<file path="config.mk">
export PLATFORM = sky130hd
export DESIGN_NAME = reg_writeback_flat
export DESIGN_NICKNAME = d
export VERILOG_FILES = /design/src/rtl/reg_writeback_if.sv /design/src/rtl/reg_writeback.sv /design/src/flat_wrapper.sv
export SDC_FILE = /design/constraint.sdc
export NUM_CORES = 1
export LEC_CHECK = 0
export ABC_AREA = 1
export CORE_MARGIN = 5
export CORE_UTILIZATION = 40
export DETAILED_ROUTE_END_ITERATION = 8
export GPL_TIMING_DRIVEN = 0
export PLACE_DENSITY = 0.71
export SETUP_SLACK_MARGIN = 0.2
export SLEW_MARGIN = 0
export SYNTH_ARGS = -nofsm -noshare
export SYNTH_HDL_FRONTEND = slang
export SYNTH_SLANG_ARGS = --single-unit
export TNS_END_PERCENT = 50
</file>
<file path="constraint.sdc">
create_clock -name clk -period 7.06 [get_ports clk]
set_input_delay 0.706 -clock clk [delete_from_list [all_inputs] [get_ports clk]]
set_output_delay 0.706 -clock clk [all_outputs]
set_load 0.01 [all_outputs]
</file>
<file path="src/rtl/reg_writeback_if.sv">
// Result handshakes, register-file write port and forwarding
// lookup bundled for the write-back sequencer.
interface reg_writeback_if;
  logic        alu_valid;
  logic        alu_ready;
  logic [4:0]  alu_rd;
  logic [31:0] alu_data;
  logic        ld_valid;
  logic        ld_ready;
  logic [4:0]  ld_rd;
  logic [31:0] ld_data;
  logic        regWr;
  logic [4:0]  rW;
  logic [31:0] busW;
  logic [4:0]  rA;
  logic [4:0]  rB;
  logic        fwdA_hit;
  logic        fwdB_hit;
  logic [31:0] fwdA_data;
  logic [31:0] fwdB_data;
  logic        empty;

  modport slave (
    input  alu_valid,
    input  alu_rd,
    input  alu_data,
    input  ld_valid,
    input  ld_rd,
    input  ld_data,
    input  rA,
    input  rB,
    output alu_ready,
    output ld_ready,
    output regWr,
    output rW,
    output busW,
    output fwdA_hit,
    output fwdB_hit,
    output fwdA_data,
    output fwdB_data,
    output empty
  );

  modport master (
    output alu_valid,
    output alu_rd,
    output alu_data,
    output ld_valid,
    output ld_rd,
    output ld_data,
    output rA,
    output rB,
    input  alu_ready,
    input  ld_ready,
    input  regWr,
    input  rW,
    input  busW,
    input  fwdA_hit,
    input  fwdB_hit,
    input  fwdA_data,
    input  fwdB_data,
    input  empty
  );
endinterface

</file>
<file path="src/rtl/reg_writeback.sv">
// Write-back sequencer: in-order FIFO of ALU/load results that
// retires one register write per cycle and forwards pending data.
module reg_writeback #(
  parameter int DEPTH = 4
) (
  input logic            clk,
  input logic            rst,
  reg_writeback_if.slave bus
);

  localparam int AW = (DEPTH > 1) ? $clog2(DEPTH) : 1;
  localparam int CW = AW + 1;
  localparam logic [CW-1:0] FULL = CW'(DEPTH);

  logic [AW-1:0] head_q, head_d;
  logic [AW-1:0] tail_q, tail_d;
  logic [CW-1:0] count_q, count_d;
  logic          reg_wr_q, reg_wr_d;
  logic [4:0]    rw_q, rw_d;
  logic [31:0]   busw_q, busw_d;

  logic [4:0]    mem_rd_q   [DEPTH];
  logic [4:0]    mem_rd_d   [DEPTH];
  logic [31:0]   mem_data_q [DEPTH];
  logic [31:0]   mem_data_d [DEPTH];

  logic [CW-1:0] free;
  logic          alu_fire;
  logic          ld_fire;
  logic          alu_push;
  logic          ld_push;
  logic          pop;
  logic [AW-1:0] ld_slot;

  logic          fa_hit, fb_hit;
  logic [31:0]   fa_data, fb_data;
  logic [AW-1:0] idx;

  assign free     = FULL - count_q;
  assign pop      = (count_q != '0);

  assign bus.alu_ready = (free != '0);
  assign bus.ld_ready  = (free >= CW'(2)) ||
                         ((free == CW'(1)) && !bus.alu_valid);

  assign alu_fire = bus.alu_valid && bus.alu_ready;
  assign ld_fire  = bus.ld_valid && bus.ld_ready;
  assign alu_push = alu_fire && (bus.alu_rd != 5'd0);
  assign ld_push  = ld_fire && (bus.ld_rd != 5'd0);
  assign ld_slot  = tail_q + AW'(alu_push);

  assign bus.regWr = reg_wr_q;
  assign bus.rW    = rw_q;
  assign bus.busW  = busw_q;
  assign bus.empty = (count_q == '0) && !reg_wr_q;

  assign bus.fwdA_hit  = fa_hit;
  assign bus.fwdB_hit  = fb_hit;
  assign bus.fwdA_data = fa_data;
  assign bus.fwdB_data = fb_data;

  // Next FIFO state: ALU enqueues ahead of load, head pops to the port.
  always_comb begin
    mem_rd_d   = mem_rd_q;
    mem_data_d = mem_data_q;
    if (alu_push) begin
      mem_rd_d[tail_q]   = bus.alu_rd;
      mem_data_d[tail_q] = bus.alu_data;
    end
    if (ld_push) begin
      mem_rd_d[ld_slot]   = bus.ld_rd;
      mem_data_d[ld_slot] = bus.ld_data;
    end
    tail_d  = tail_q + AW'(alu_push) + AW'(ld_push);
    head_d  = head_q + AW'(pop);
    count_d = count_q + CW'(alu_push) + CW'(ld_push) - CW'(pop);
    reg_wr_d = pop;
    rw_d     = rw_q;
    busw_d   = busw_q;
    if (pop) begin
      rw_d   = mem_rd_q[head_q];
      busw_d = mem_data_q[head_q];
    end
  end

  // Control state and registered write port.
  always_ff @(posedge clk) begin
    if (rst) begin
      head_q   <= '0;
      tail_q   <= '0;
      count_q  <= '0;
      reg_wr_q <= 1'b0;
      rw_q     <= '0;
      busw_q   <= '0;
    end else begin
      head_q   <= head_d;
      tail_q   <= tail_d;
      count_q  <= count_d;
      reg_wr_q <= reg_wr_d;
      rw_q     <= rw_d;
      busw_q   <= busw_d;
    end
  end

  // Entry storage; stale contents are masked by count.
  always_ff @(posedge clk) begin
    mem_rd_q   <= mem_rd_d;
    mem_data_q <= mem_data_d;
  end

  // Forwarding: scan oldest to youngest so the youngest match wins.
  always_comb begin
    fa_hit  = 1'b0;
    fb_hit  = 1'b0;
    fa_data = '0;
    fb_data = '0;
    idx     = '0;
    if (reg_wr_q) begin
      if ((bus.rA != 5'd0) && (rw_q == bus.rA)) begin
        fa_hit  = 1'b1;
        fa_data = busw_q;
      end
      if ((bus.rB != 5'd0) && (rw_q == bus.rB)) begin
        fb_hit  = 1'b1;
        fb_data = busw_q;
      end
    end
    for (int i = 0; i < DEPTH; i++) begin
      idx = head_q + AW'(i);
      if (CW'(i) < count_q) begin
        if ((bus.rA != 5'd0) && (mem_rd_q[idx] == bus.rA)) begin
          fa_hit  = 1'b1;
          fa_data = mem_data_q[idx];
        end
        if ((bus.rB != 5'd0) && (mem_rd_q[idx] == bus.rB)) begin
          fb_hit  = 1'b1;
          fb_data = mem_data_q[idx];
        end
      end
    end
  end

endmodule

</file>
<file path="src/flat_wrapper.sv">
// flat-port wrapper written by rule: the top's interface ports become plain ports
module reg_writeback_flat 
#(
  parameter int DEPTH = 4
)
  (clk, rst, bus_alu_valid, bus_alu_rd, bus_alu_data, bus_ld_valid, bus_ld_rd, bus_ld_data, bus_rA, bus_rB, bus_alu_ready, bus_ld_ready, bus_regWr, bus_rW, bus_busW, bus_fwdA_hit, bus_fwdB_hit, bus_fwdA_data, bus_fwdB_data, bus_empty);
  reg_writeback_if bus_i ();
  input logic clk;
  input logic rst;
  input wire logic [$bits(bus_i.alu_valid)-1:0] bus_alu_valid;
  input wire logic [$bits(bus_i.alu_rd)-1:0] bus_alu_rd;
  input wire logic [$bits(bus_i.alu_data)-1:0] bus_alu_data;
  input wire logic [$bits(bus_i.ld_valid)-1:0] bus_ld_valid;
  input wire logic [$bits(bus_i.ld_rd)-1:0] bus_ld_rd;
  input wire logic [$bits(bus_i.ld_data)-1:0] bus_ld_data;
  input wire logic [$bits(bus_i.rA)-1:0] bus_rA;
  input wire logic [$bits(bus_i.rB)-1:0] bus_rB;
  output wire logic [$bits(bus_i.alu_ready)-1:0] bus_alu_ready;
  output wire logic [$bits(bus_i.ld_ready)-1:0] bus_ld_ready;
  output wire logic [$bits(bus_i.regWr)-1:0] bus_regWr;
  output wire logic [$bits(bus_i.rW)-1:0] bus_rW;
  output wire logic [$bits(bus_i.busW)-1:0] bus_busW;
  output wire logic [$bits(bus_i.fwdA_hit)-1:0] bus_fwdA_hit;
  output wire logic [$bits(bus_i.fwdB_hit)-1:0] bus_fwdB_hit;
  output wire logic [$bits(bus_i.fwdA_data)-1:0] bus_fwdA_data;
  output wire logic [$bits(bus_i.fwdB_data)-1:0] bus_fwdB_data;
  output wire logic [$bits(bus_i.empty)-1:0] bus_empty;
  assign bus_i.alu_valid = bus_alu_valid;
  assign bus_i.alu_rd = bus_alu_rd;
  assign bus_i.alu_data = bus_alu_data;
  assign bus_i.ld_valid = bus_ld_valid;
  assign bus_i.ld_rd = bus_ld_rd;
  assign bus_i.ld_data = bus_ld_data;
  assign bus_i.rA = bus_rA;
  assign bus_i.rB = bus_rB;
  assign bus_alu_ready = bus_i.alu_ready;
  assign bus_ld_ready = bus_i.ld_ready;
  assign bus_regWr = bus_i.regWr;
  assign bus_rW = bus_i.rW;
  assign bus_busW = bus_i.busW;
  assign bus_fwdA_hit = bus_i.fwdA_hit;
  assign bus_fwdB_hit = bus_i.fwdB_hit;
  assign bus_fwdA_data = bus_i.fwdA_data;
  assign bus_fwdB_data = bus_i.fwdB_data;
  assign bus_empty = bus_i.empty;
  reg_writeback #(.DEPTH(DEPTH)) u_core (.clk(clk), .rst(rst), .bus(bus_i));
endmodule
</file>
==> summary.txt, run 1 <==
Worst setup path
  – Crit start category: input port
  – Crit path DAT: approximately 4000 ps
  – WS Path Type: input port to output pin
  – Cells on worst reg2reg path: 14
  – Required @ worst endpoint: 6350 ps
  – Crit-path max FO: 10
  – Reg2reg setup slack: approximately 3800 ps
  – CP endpoint kind: output pin

Pwr
  – Sequential Power Share: about a fifth
  – Sw frac: a little under 60%
  – Power per cell area: roughly 550 nW/um^2
  – Lkg Pwr: 9.14 nW
  – Maximum vdd drop: about 0.31 mV
  – Logic gate share of total power: a little over two thirds
  – Part of the power in the clock network: 9.7%
  – Switch Pwr: between 6 and 7 mW
  – Power Internal: between 4 and 5 mW

Clocking
  – H-tree depth: 4
  – CTS max path bufs: 2
  – CTS Buf Count: 17
  – PostCTS Resize Cnt: 0
  – Post-CTS Setup Bufs: 0
  – Worst-skew pair later-pin latency: ~510 ps
  – Clock tree sinks: 193
  – CTS tree: built
  – Clk pin slew, worst setup/hold paths: ~80 ps
  – Clock Tree Root: clkbuf_16
  – CTS Hold Buffers Added: 0

Detailed routing
  – 1st-pass router iterations: 7
  – Antenna Nets Post-Route: 0
  – Via count: just over 20000
  – First-iteration detailed-routing DRC count: 2879
  – Routed WL: around 74000 um
  – DR WL/cell: around 21 um
  – Via/cell ratio: 5.57
  – # DRC: 0

Placed design
  – Post-DP Area: approximately 19000 um^2
  – Pre-CTS WS: around 2400 ps
  – Port Buffer Count: about 190
  – HPWL after DPL: between 60000 and 70000 um
  – GP Congestion: approximately 0.98

Synthesis
  – Post-Synthesis Cells: around 2900
  – Top cell type's share of synthesized area: a little under a quarter
  – Yosys warning total: 0
  – Netlist cell types: 32
  – Syn Nets: ~3000
  – Ranking of synthesized cells by area: dfxtp_1 24%, nand2_1 17%, o21ai_0 12%, nor2_1 11%, inv_1 8.5%
  – Synthesis-stage register bit count: between 150 and 200
  – Seq/Total Area, Yosys: about a quarter
  – Synth area leader: dfxtp_1
  – Syn avg cell area: ~5.6 um^2
  – Post-Syn Area: 16100 um^2

Flow run
  – Max-cap violations: 0

Global routing
  – Number of global-route vias before repair: roughly 18000
  – Global route overflow: 0
  – Gr usage total: a little under a third
  – Largest net degree at the start of global routing: 23
  – Initial antenna violation count: 0
  – First-pass GRT wire length: between 100000 and 150000 um

Timing
  – # setup viols final: 0
  – Final worst slack: between 2000 and 2500 ps
  – Final period util: about two thirds
  – Rel. slew slack: around two fifths
  – Max Fclk: roughly 210 MHz
  – Setup Skew: 14.8 ps
  – RSZ-0062 raised after global routing: no
  – Slew Limit Fails: 0
  – Minimum clock period: around 4700 ps
  – Worst Tran Pin Value: 910 ps
  – Hold violation total from the final report: 0
  – Final TNS setup: 0 ps

Floorplanning
  – Starting Density: about two fifths
  – I/O pins: roughly 200
  – Die span in x: ~210 um
  – Die footprint: approximately 44000 um^2
  – Die height: approximately 210 um
  – CORE AREA: 39800 um^2
  – Num rows: 73

Finish
  – Ratio of cells with drive above 1 in the final layout: roughly 5.1%
  – Final instance area: 19300 um^2
  – Final net count: between 3000 and 4000
  – ANT cells: 0
  – Area grow syn2layout: 19.8%

Min path
  – Hold/Removal Path Class: flop to flop
  – Hold depth: 2

Status
  – Status: completed
==> power groups by stage <==
stage          registers (mW)  logic, mW  clock network [mW]
6_report                 2.22       7.39                1.03
3_3_place_gp             2.17       6.95                   0
3_5_place_dp             2.20       7.11                   0
4_1_cts                  2.18       7.13                1.04
5_1_grt                  2.26       8.04                1.09
2_1_floorplan            2.02       4.49                   0
==> flip-flops by register name, indices dropped and copies added (netlist names) <==
| name | cells |
|---|---|
| u_core.mem_data_q | 128 |
| u_core.bus.busW | 32 |
| u_core.mem_rd_q | 20 |
| u_core.bus.rW | 5 |
| u_core.count_q | 3 |
| u_core.head_q | 2 |
| u_core.tail_q | 2 |
| u_core.bus.regWr | 1 |
==> kinds of logic (layout without fill, tap and decap cells) <==
family | count (synthesis) | count (layout) | synth area share [%]
flip-flops | 193 | 193 | 24.0
XOR/XNOR | 14 | 14 | 0.760
adder cells (fa/ha/maj) | 13 | 13 | 1.10
AND/OR/NAND/NOR | 1397 | 1397 | 35.1
AO/OA/AOI/OAI | 675 | 675 | 23.8
buffers and inverters | 585 | 809 | 15.2
==> critical path, cell delays in order <==
cell and delay, ps:
clkdlybuf4s50_1 650, inv_1 220, nand3_1 270, nand2_1 90
inv_1 70, nand2_1 60, nor2_2 340, buf_2 290
nand4_1 110, nand3_1 140, nand2_1 80, a21oi_1 330
clkdlybuf4s50_1 620
==> through the flow <==
step / power, mW / hold slack [ps] / std cells / util, %
finish: 10.6 / 530 / 3626 / 48.5
global route: 11.4 / 553 / 3626 / 48.5
CTS: 10.4 / 527 / 3626 / 48.5
detailed placement: 9.31 / 516 / 3594 / 47.0
global placement: 9.12 / 514 / 3594 / 47.0
floorplan: 6.50 / 518 / 2877 / -
==> layout by cell type (no fill, tap or decap), drive strengths merged <==
master | netlist | final
a211oi | 32 | 32
a21oi | 73 | 73
a31oi | 1 | 1
buf | 127 | 127
clkbuf | 87 | 104
clkdlybuf4s50 | 0 | 192
clkinv | 0 | 6
dfxtp | 193 | 193
fa | 2 | 2
ha | 11 | 11
inv | 371 | 380
nand2 | 722 | 722
nand3 | 137 | 137
nand3b | 2 | 2
nand4 | 65 | 65
nor2 | 467 | 467
nor3 | 2 | 2
nor3b | 2 | 2
o211ai | 150 | 150
o21a | 1 | 1
o21ai | 418 | 418
xnor2 | 5 | 5
xor2 | 9 | 9
==> cell usage after synthesis <==
cell      count
fa_1          2
nand2_2       1
o21ai_0     390
nor2_1      459
nor3b_1       2
a31oi_1       1
nand3b_1      2
dfxtp_1     193
nand2_4       2
nand3_1     132
nand2_1     719
inv_2         5
xnor2_1       5
inv_4         1
o21ai_1      28
nor2_4        2
o211ai_1    150
buf_2        76
buf_4        10
ha_1         11
nand4_1      65
a21oi_1      73
nand3_2       5
buf_1        24
xor2_1        9
a211oi_1     32
o21a_1        1
buf_6        17
nor2_2        6
clkbuf_1     87
nor3_1        2
inv_1       365
==> final timing paths <==
check	start	end
min reg2reg	u_core.bus.busW[0]	u_core.bus.busW[0]
max	bus_rB[4]	bus_fwdB_data[3]
max reg2reg	u_core.count_q[1]	u_core.mem_data_q[19]
min	u_core.bus.busW[0]	u_core.bus.busW[0]
==> metal layers <==
layer  track usage (%)  wire, um  up-vias
met5                 0         0        -
met4              8.83      1670        0
met3              7.14      8350      100
met2              46.5     30800     1162
met1              47.3     33600     9255
li1                  -         -     9673
==> area by class of cell <==
type | instances | area, um^2
clock buffer | 17 | 425
fill | 4254 | 20500
multi-input combinational | 2099 | 9810
buffer | 214 | 1060
timing repair buffer | 192 | 1920
inverter | 371 | 1400
tap | 525 | 657
sequential | 193 | 3860
clock inverter | 15 | 196
(Power assumes the default switching activity.)
==> inputs of run 2 (changes only) <==
PLACE_DENSITY = 0.73   (was 0.71)
clock period = 4.2 ns   (was 7.06 ns; I/O delays follow)
==> run 2 against run 1 <==
  * Global-route usage fell by 3.9 points
  * First-iteration DRC count is 6.8% lower
  * Sequential share of layout area down 0.15 points
  * Clock power increased by 72%
  * Cell count stayed put
  * Count of clock-buffer cells in the layout is 1 higher
  * Non-clock buffer count stayed put
  * Core utilization rose by 0.36 points
  * Critical endpoint is now bus_fwdA_data[9]
  * Largest power group unchanged
==> summary.txt, run 2 (synthesized netlist as in run 1, its figures left out) <==
Flow run
  – Max-cap violations: 0 (unchanged)

Detailed routing
  – First-iteration detailed-routing DRC count: 2682 (-6.8%)
  – 1st-pass router iterations: 7 (unchanged)
  – DR WL/cell: 18.1 um (-12%)
  – # DRC: 0 (unchanged)
  – Via count: 19500 (-3.5%)
  – Routed WL: 65800 um (-12%)
  – Via/cell ratio: 5.38 (-3.5%)
  – Antenna Nets Post-Route: 0 (unchanged)

Clocking
  – CTS tree: built
  – CTS Hold Buffers Added: 0 (unchanged)
  – H-tree depth: 4 (unchanged)
  – CTS max path bufs: 2 (unchanged)
  – Clk pin slew, worst setup/hold paths: 90 ps (about the same)
  – Clock Tree Root: clkbuf_16
  – Post-CTS Setup Bufs: 0 (unchanged)
  – CTS Buf Count: 17 (unchanged)
  – Worst-skew pair later-pin latency: 460 ps (-50 ps)
  – Clock tree sinks: 193 (unchanged)

Finish
  – Max FFs per register: 128 (unchanged)
  – ANT cells: 0 (unchanged)
  – Most frequent cells in the layout: 718 x nand2_1, 459 x nor2_1, 366 x o21ai_0
  – Non-Filler Instances: 3626 (unchanged)
  – Finished Core Util: 48.9% (+0.36 points)
  – Most common cell after layout, fill and taps aside: nand2_1
  – Final net count: 3189 (unchanged)
  – Top reg by flops: u_core.mem_data_q
  – Area grow syn2layout: 20.7%
  – Ratio of cells with drive above 1 in the final layout: 5.84% (+0.77 points)

Floorplanning
  – Starting Density: 40.5% (unchanged)
  – CORE AREA: 39800 um^2 (unchanged)
  – I/O pins: 195 (unchanged)
  – Die footprint: 44400 um^2 (unchanged)
  – Num rows: 73 (unchanged)
  – Die span in x: 211 um (unchanged)
  – Die height: 211 um (unchanged)

Pwr
  – Maximum vdd drop: 0.455 mV (+46%)
  – Power per cell area: 894 nW/um^2 (+63%)
  – Lkg Pwr: 9.20 nW (+0.68%)
  – Tot Pwr: 17.4 mW (+64%)

Timing
  – Final period util: between 90% and 100%
  – Slew Limit Fails: 0 (unchanged)
  – Final TNS setup: 0 ps (unchanged)
  – RSZ-0062 raised after global routing: yes
  – Max Fclk: around 250 MHz
  – # setup viols final: 0 (unchanged)
  – Setup Skew: 12.3 ps (-2.43 ps)
  – Worst Tran Pin Value: 802 ps (-108 ps)
  – Minimum clock period: approximately 4100 ps
  – Rel. slew slack: 46.5% (+7.8 points)
  – Hold violation total from the final report: 0 (unchanged)

Global routing
  – First-pass GRT wire length: 99100 um (-9.4%)
  – Initial antenna violation count: 0 (unchanged)
  – Global route overflow: 0 (unchanged)
  – Number of global-route vias before repair: 17300 (-5.2%)
  – Gr usage total: 28.0% (-3.9 points)
  – Largest net degree at the start of global routing: 21 (-8.7%)

Min path
  – Hold/Removal Path Class: flop to flop

Worst setup path
  – Crit start category: flop
  – CP endpoint kind: output pin
  – Required @ worst endpoint: 3780 ps (-2570 ps)
  – WS Path Type: flop to output pin
  – Crit path DAT: 3650 ps (-360 ps)
  – Crit-path max FO: 10 (unchanged)

Placed design
  – Cells after DPL: 3594 (unchanged)
  – Port Buffer Count: 192 (unchanged)
  – HPWL after DPL: 53300 um (-12%)
  – GP Congestion: 0.990 (+1.0%)

Status
  – Status: completed
run 2: changes by cell type in the layout (fill, tap and decap cells not counted), sizes merged:
| cell | change |
|---|---|
| clkinv | +3 |
| bufinv | +1 |
| buf | -4 |
| clkdlybuf4s50 | -2 |
| dlymetal6s2s | +2 |
| clkbuf | +5 |
| inv | -5 |
run 2: repair_timing:
item	CTS	global route
pin swaps	0	0
endpoints found under the setup margin	10	62
resized for setup	3	61
run 2: final cells by class:
type	instances	area, um^2
inverters	371	1400
fillers	4209	20400
well taps	525	657
plain buffers	214	1080
clock buffers	18	439
flip-flops and latches	193	3860
repair buffers	192	1930
multi-input cells	2099	9920
clock inverters	14	189
run 2: path summary, 6_finish.rpt:
path	from	end	slack, ps	depth (start not counted)
setup / recovery	u_core.head_q[0]	bus_fwdA_data[9]	130	12
hold / removal	u_core.bus.busW[14]	u_core.bus.busW[14]	520	2
setup reg to reg	u_core.count_q[1]	u_core.mem_data_q[48]	860	14
hold reg to reg	u_core.bus.busW[14]	u_core.bus.busW[14]	520	2
run 2: metrics by stage:
stage / area (um^2) / hold WS [ps] / setup WS (ps)
6_report: 19500 / 515 / 135
5_1_grt: 19500 / 551 / 67.3
4_1_cts: 19300 / 523 / 124
3_5_place_dp: 18700 / 511 / 226
3_3_place_gp: 18700 / 507 / 207
2_1_floorplan: 16100 / 518 / 1640
run 2: metal layers:
metal  part of all wire [%]  wire length, um  vias to the layer above  global-route usage [%]
met3                     11             7300                       97                    4.78
met5                      0                0                        -                       0
met2                     42            27400                     1057                    41.3
met4                    2.4             1560                        0                    7.94
li1                       -                -                     9684                       -
met1                     45            29500                     8655                    42.0
run 2: report_power, final:
part	switching [mW]	leakage, nW	internal (mW)
logic	7.99	7.27	3.97
registers	0.845	1.62	2.83
clock network	0.891	0.304	0.878
run 2: worst max-delay path, stage by stage, from the launching register on:
cell             delay (ps)
dfxtp_1                 320
buf_4                   150
inv_2                    60
buf_6                   150
buf_6                   160
clkbuf_1                310
o21ai_0                 200
o21ai_0                 580
nand4_1                 170
nand3_1                 100
nand2_1                  80
a21oi_1                 290
clkdlybuf4s50_1         610
==> inputs of run 3 (changes only) <==
--- a/config.mk
+++ b/config.mk
@@ -12,5 +12,4 @@
 export GPL_TIMING_DRIVEN = 0
 export PLACE_DENSITY = 0.73
-export SETUP_SLACK_MARGIN = 0.2
 export SLEW_MARGIN = 0
 export SYNTH_ARGS = -nofsm -noshare
==> constraint.sdc (replaced) <==
create_clock -name clk -period 4.2 [get_ports clk]
set_input_delay 0.84 -clock clk [delete_from_list [all_inputs] [get_ports clk]]
set_output_delay 0.84 -clock clk [all_outputs]
set_load 0.01 [all_outputs]
==> run 3 against run 2 <==
  * First-iteration DRC count decreased by 0.56%
  * Critical path type unchanged
  * Fmax fell by 3.9%
  * Sequential cell count stayed put
  * Count of clock-buffer cells in the layout is the same
  * Hold slack hardly changed
  * The flow now finishes with violations (setup timing)
  * Combinational power about the same
  * Critical endpoint is now bus_fwdB_data[31]
  * Register-to-register slack barely moved
  * Global-route usage rose by 0.13 points
  * Largest power group unchanged
  * Via count is 0.63% higher
==> summary.txt, run 3 (synthesized netlist as in run 1, its figures left out) <==
Clocking
  – Clk pin slew, worst setup/hold paths: 90 ps (about the same)
  – Clock Tree Root: clkbuf_16
  – H-tree depth: 4 (unchanged)
  – CTS tree: built
  – CTS Hold Buffers Added: 0 (unchanged)
  – Worst-skew pair later-pin latency: 460 ps (about the same)
  – CTS max path bufs: 2 (unchanged)
  – CTS Buf Count: 17 (unchanged)
  – Clock tree sinks: 193 (unchanged)

Global routing
  – Gr usage total: 28.2% (+0.13 points)
  – Initial antenna violation count: 1 (+1)
  – Largest net degree at the start of global routing: 21 (unchanged)
  – Number of global-route vias before repair: 17400 (+0.67%)
  – Global route overflow: 0 (unchanged)
  – First-pass GRT wire length: 99700 um (+0.56%)

Placed design
  – HPWL after DPL: 53300 um (unchanged)
  – Cells after DPL: 3594 (unchanged)
  – GP Congestion: 0.990 (unchanged)
  – Post-DP Area: 18700 um^2 (unchanged)
  – Pre-CTS WS: -614 ps (-840 ps)
  – Port Buffer Count: 192 (unchanged)

Finish
  – Max FFs per register: 128 (unchanged)
  – Most frequent cells in the layout: 716 x nand2_1, 452 x nor2_1, 360 x inv_1
  – Top reg by flops: u_core.mem_data_q
  – Final net count: 3191 (+0.063%)
  – Most common cell after layout, fill and taps aside: nand2_1
  – ANT cells: 0 (unchanged)
  – Final instance area: 19800 um^2 (+1.6%)
  – Ratio of cells with drive above 1 in the final layout: 7.61% (+1.8 points)
  – Area grow syn2layout: 22.6%
  – Non-Filler Instances: 3628 (+0.055%)

Worst setup path
  – Crit start category: flop
  – Required @ worst endpoint: 3360 ps (-420 ps)
  – CP endpoint kind: output pin
  – WS Path Type: flop to output pin
  – Crit-path max FO: 10 (unchanged)
  – Crit path DAT: 3390 ps (-260 ps)

Timing
  – Rel. slew slack: 47.6% (+1.1 points)
  – Final worst slack: -28.5 ps (-163 ps)
  – Final period util: 101% (+3.9 points)
  – Max Fclk: 236 MHz (-3.9%)
  – Setup Skew: 14.9 ps (+2.60 ps)
  – # setup viols final: 2 (+2)
  – Slew Limit Fails: 0 (unchanged)
  – Minimum clock period: 4230 ps (+163 ps)
  – Worst Tran Pin Value: 787 ps (-15.8 ps)
  – Hold violation total from the final report: 0 (unchanged)
  – RSZ-0062 raised after global routing: yes

Detailed routing
  – Antenna Nets Post-Route: 0 (unchanged)
  – # DRC: 0 (unchanged)
  – First-iteration detailed-routing DRC count: 2667 (-0.56%)
  – Via/cell ratio: 5.41 (+0.58%)
  – 1st-pass router iterations: 7 (unchanged)
  – Via count: 19600 (+0.63%)
  – DR WL/cell: 18.2 um (+0.43%)
  – Routed WL: 66100 um (+0.49%)

Floorplanning
  – Die height: 211 um (unchanged)
  – I/O pins: 195 (unchanged)
  – CORE AREA: 39800 um^2 (unchanged)
  – Starting Density: 40.5% (unchanged)
  – Num rows: 73 (unchanged)
  – Die footprint: 44400 um^2 (unchanged)
  – Die span in x: 211 um (unchanged)

Min path
  – Hold/Removal Path Class: flop to flop

Pwr
  – Maximum vdd drop: 0.474 mV (+4.2%)
  – Lkg Pwr: 9.76 nW (+6.0%)
  – Power per cell area: 890 nW/um^2 (-0.49%)
  – Tot Pwr: 17.6 mW (+1.1%)

Flow run
  – Max-cap violations: 0 (unchanged)

Status
  – Status: complete, but fails checks
  – Failing checks: setup timing
==> run 3: cell types whose count changed in the layout (fill, tap and decap cells not counted), sizes merged <==
| cell | before | now |
|---|---|---|
| buf | 123 | 110 |
| clkbuf | 109 | 124 |
| clkdlybuf4s15 | 0 | 1 |
| clkdlybuf4s50 | 190 | 143 |
| dlygate4sd2 | 0 | 25 |
| dlymetal6s2s | 2 | 23 |
==> run 3: final cells by class <==
cell class                 count  area, um^2
buffer                       214        1190
clock buffer                  18         439
clock inverter                14         189
fill                        4197       20000
inverter                     371        1400
multi-input combinational   2099       10100
sequential                   193        3860
tap                          525         657
timing repair buffer         194        1960
==> run 3: stage by stage <==
step | utilization (%) | setup TNS (ps) | hold slack, ps
after global routing | 49.7 | -2040 | 551
after floorplan | - | 0 | 518
after detailed placement | 47.0 | -32060 | 511
after CTS | 49.0 | -2.98 | 523
after global placement | 47.0 | -34070 | 507
final | 49.7 | -31.7 | 515
==> run 3: report_power, final <==
group / switching (mW) / internal (mW) / leakage, nW / total, mW
Clock: 0.888 / 0.878 / 0.304 / 1.77
Combinational: 8.11 / 4.05 / 7.83 / 12.2
Sequential: 0.843 / 2.83 / 1.62 / 3.67
==> run 3: worst paths after layout <==
check / slack, ps / cells past startpoint / end / startpoint
setup / recovery: -30 / 14 / bus_fwdB_data[31] / u_core.head_q[0]
setup reg to reg: 860 / 14 / u_core.mem_data_q[47] / u_core.count_q[1]
hold reg to reg: 520 / 2 / u_core.bus.busW[14] / u_core.bus.busW[14]
hold / removal: 520 / 2 / u_core.bus.busW[14] / u_core.bus.busW[14]
==> run 3: per-layer routing <==
layer	wire length [um]	global-route usage (%)	vias to the layer above
li1	-	-	9691
met1	29600	41.8	8693
met2	27400	41.5	1115
met3	7280	5.26	115
met4	1770	8.14	2
met5	13	0	-
==> run 3: worst max-delay path, cell delays in order, from the launching register on <==
cell and delay (ps):
dfxtp_1 320, buf_4 150, inv_2 70, buf_6 150
buf_6 160, clkbuf_1 340, nand2_1 90, nand2_1 130
nand2_1 70, o21ai_1 260, nand4_1 150, nand3_1 120
nand2_1 70, a21oi_1 250, clkdlybuf4s50_1 600
==> run 3: timing repair <==
action	CTS	global route
cloned	0	0
buffers inserted	1	1
pin swaps	3	6
endpoints found under the setup margin	66	48
resized for setup	114	112
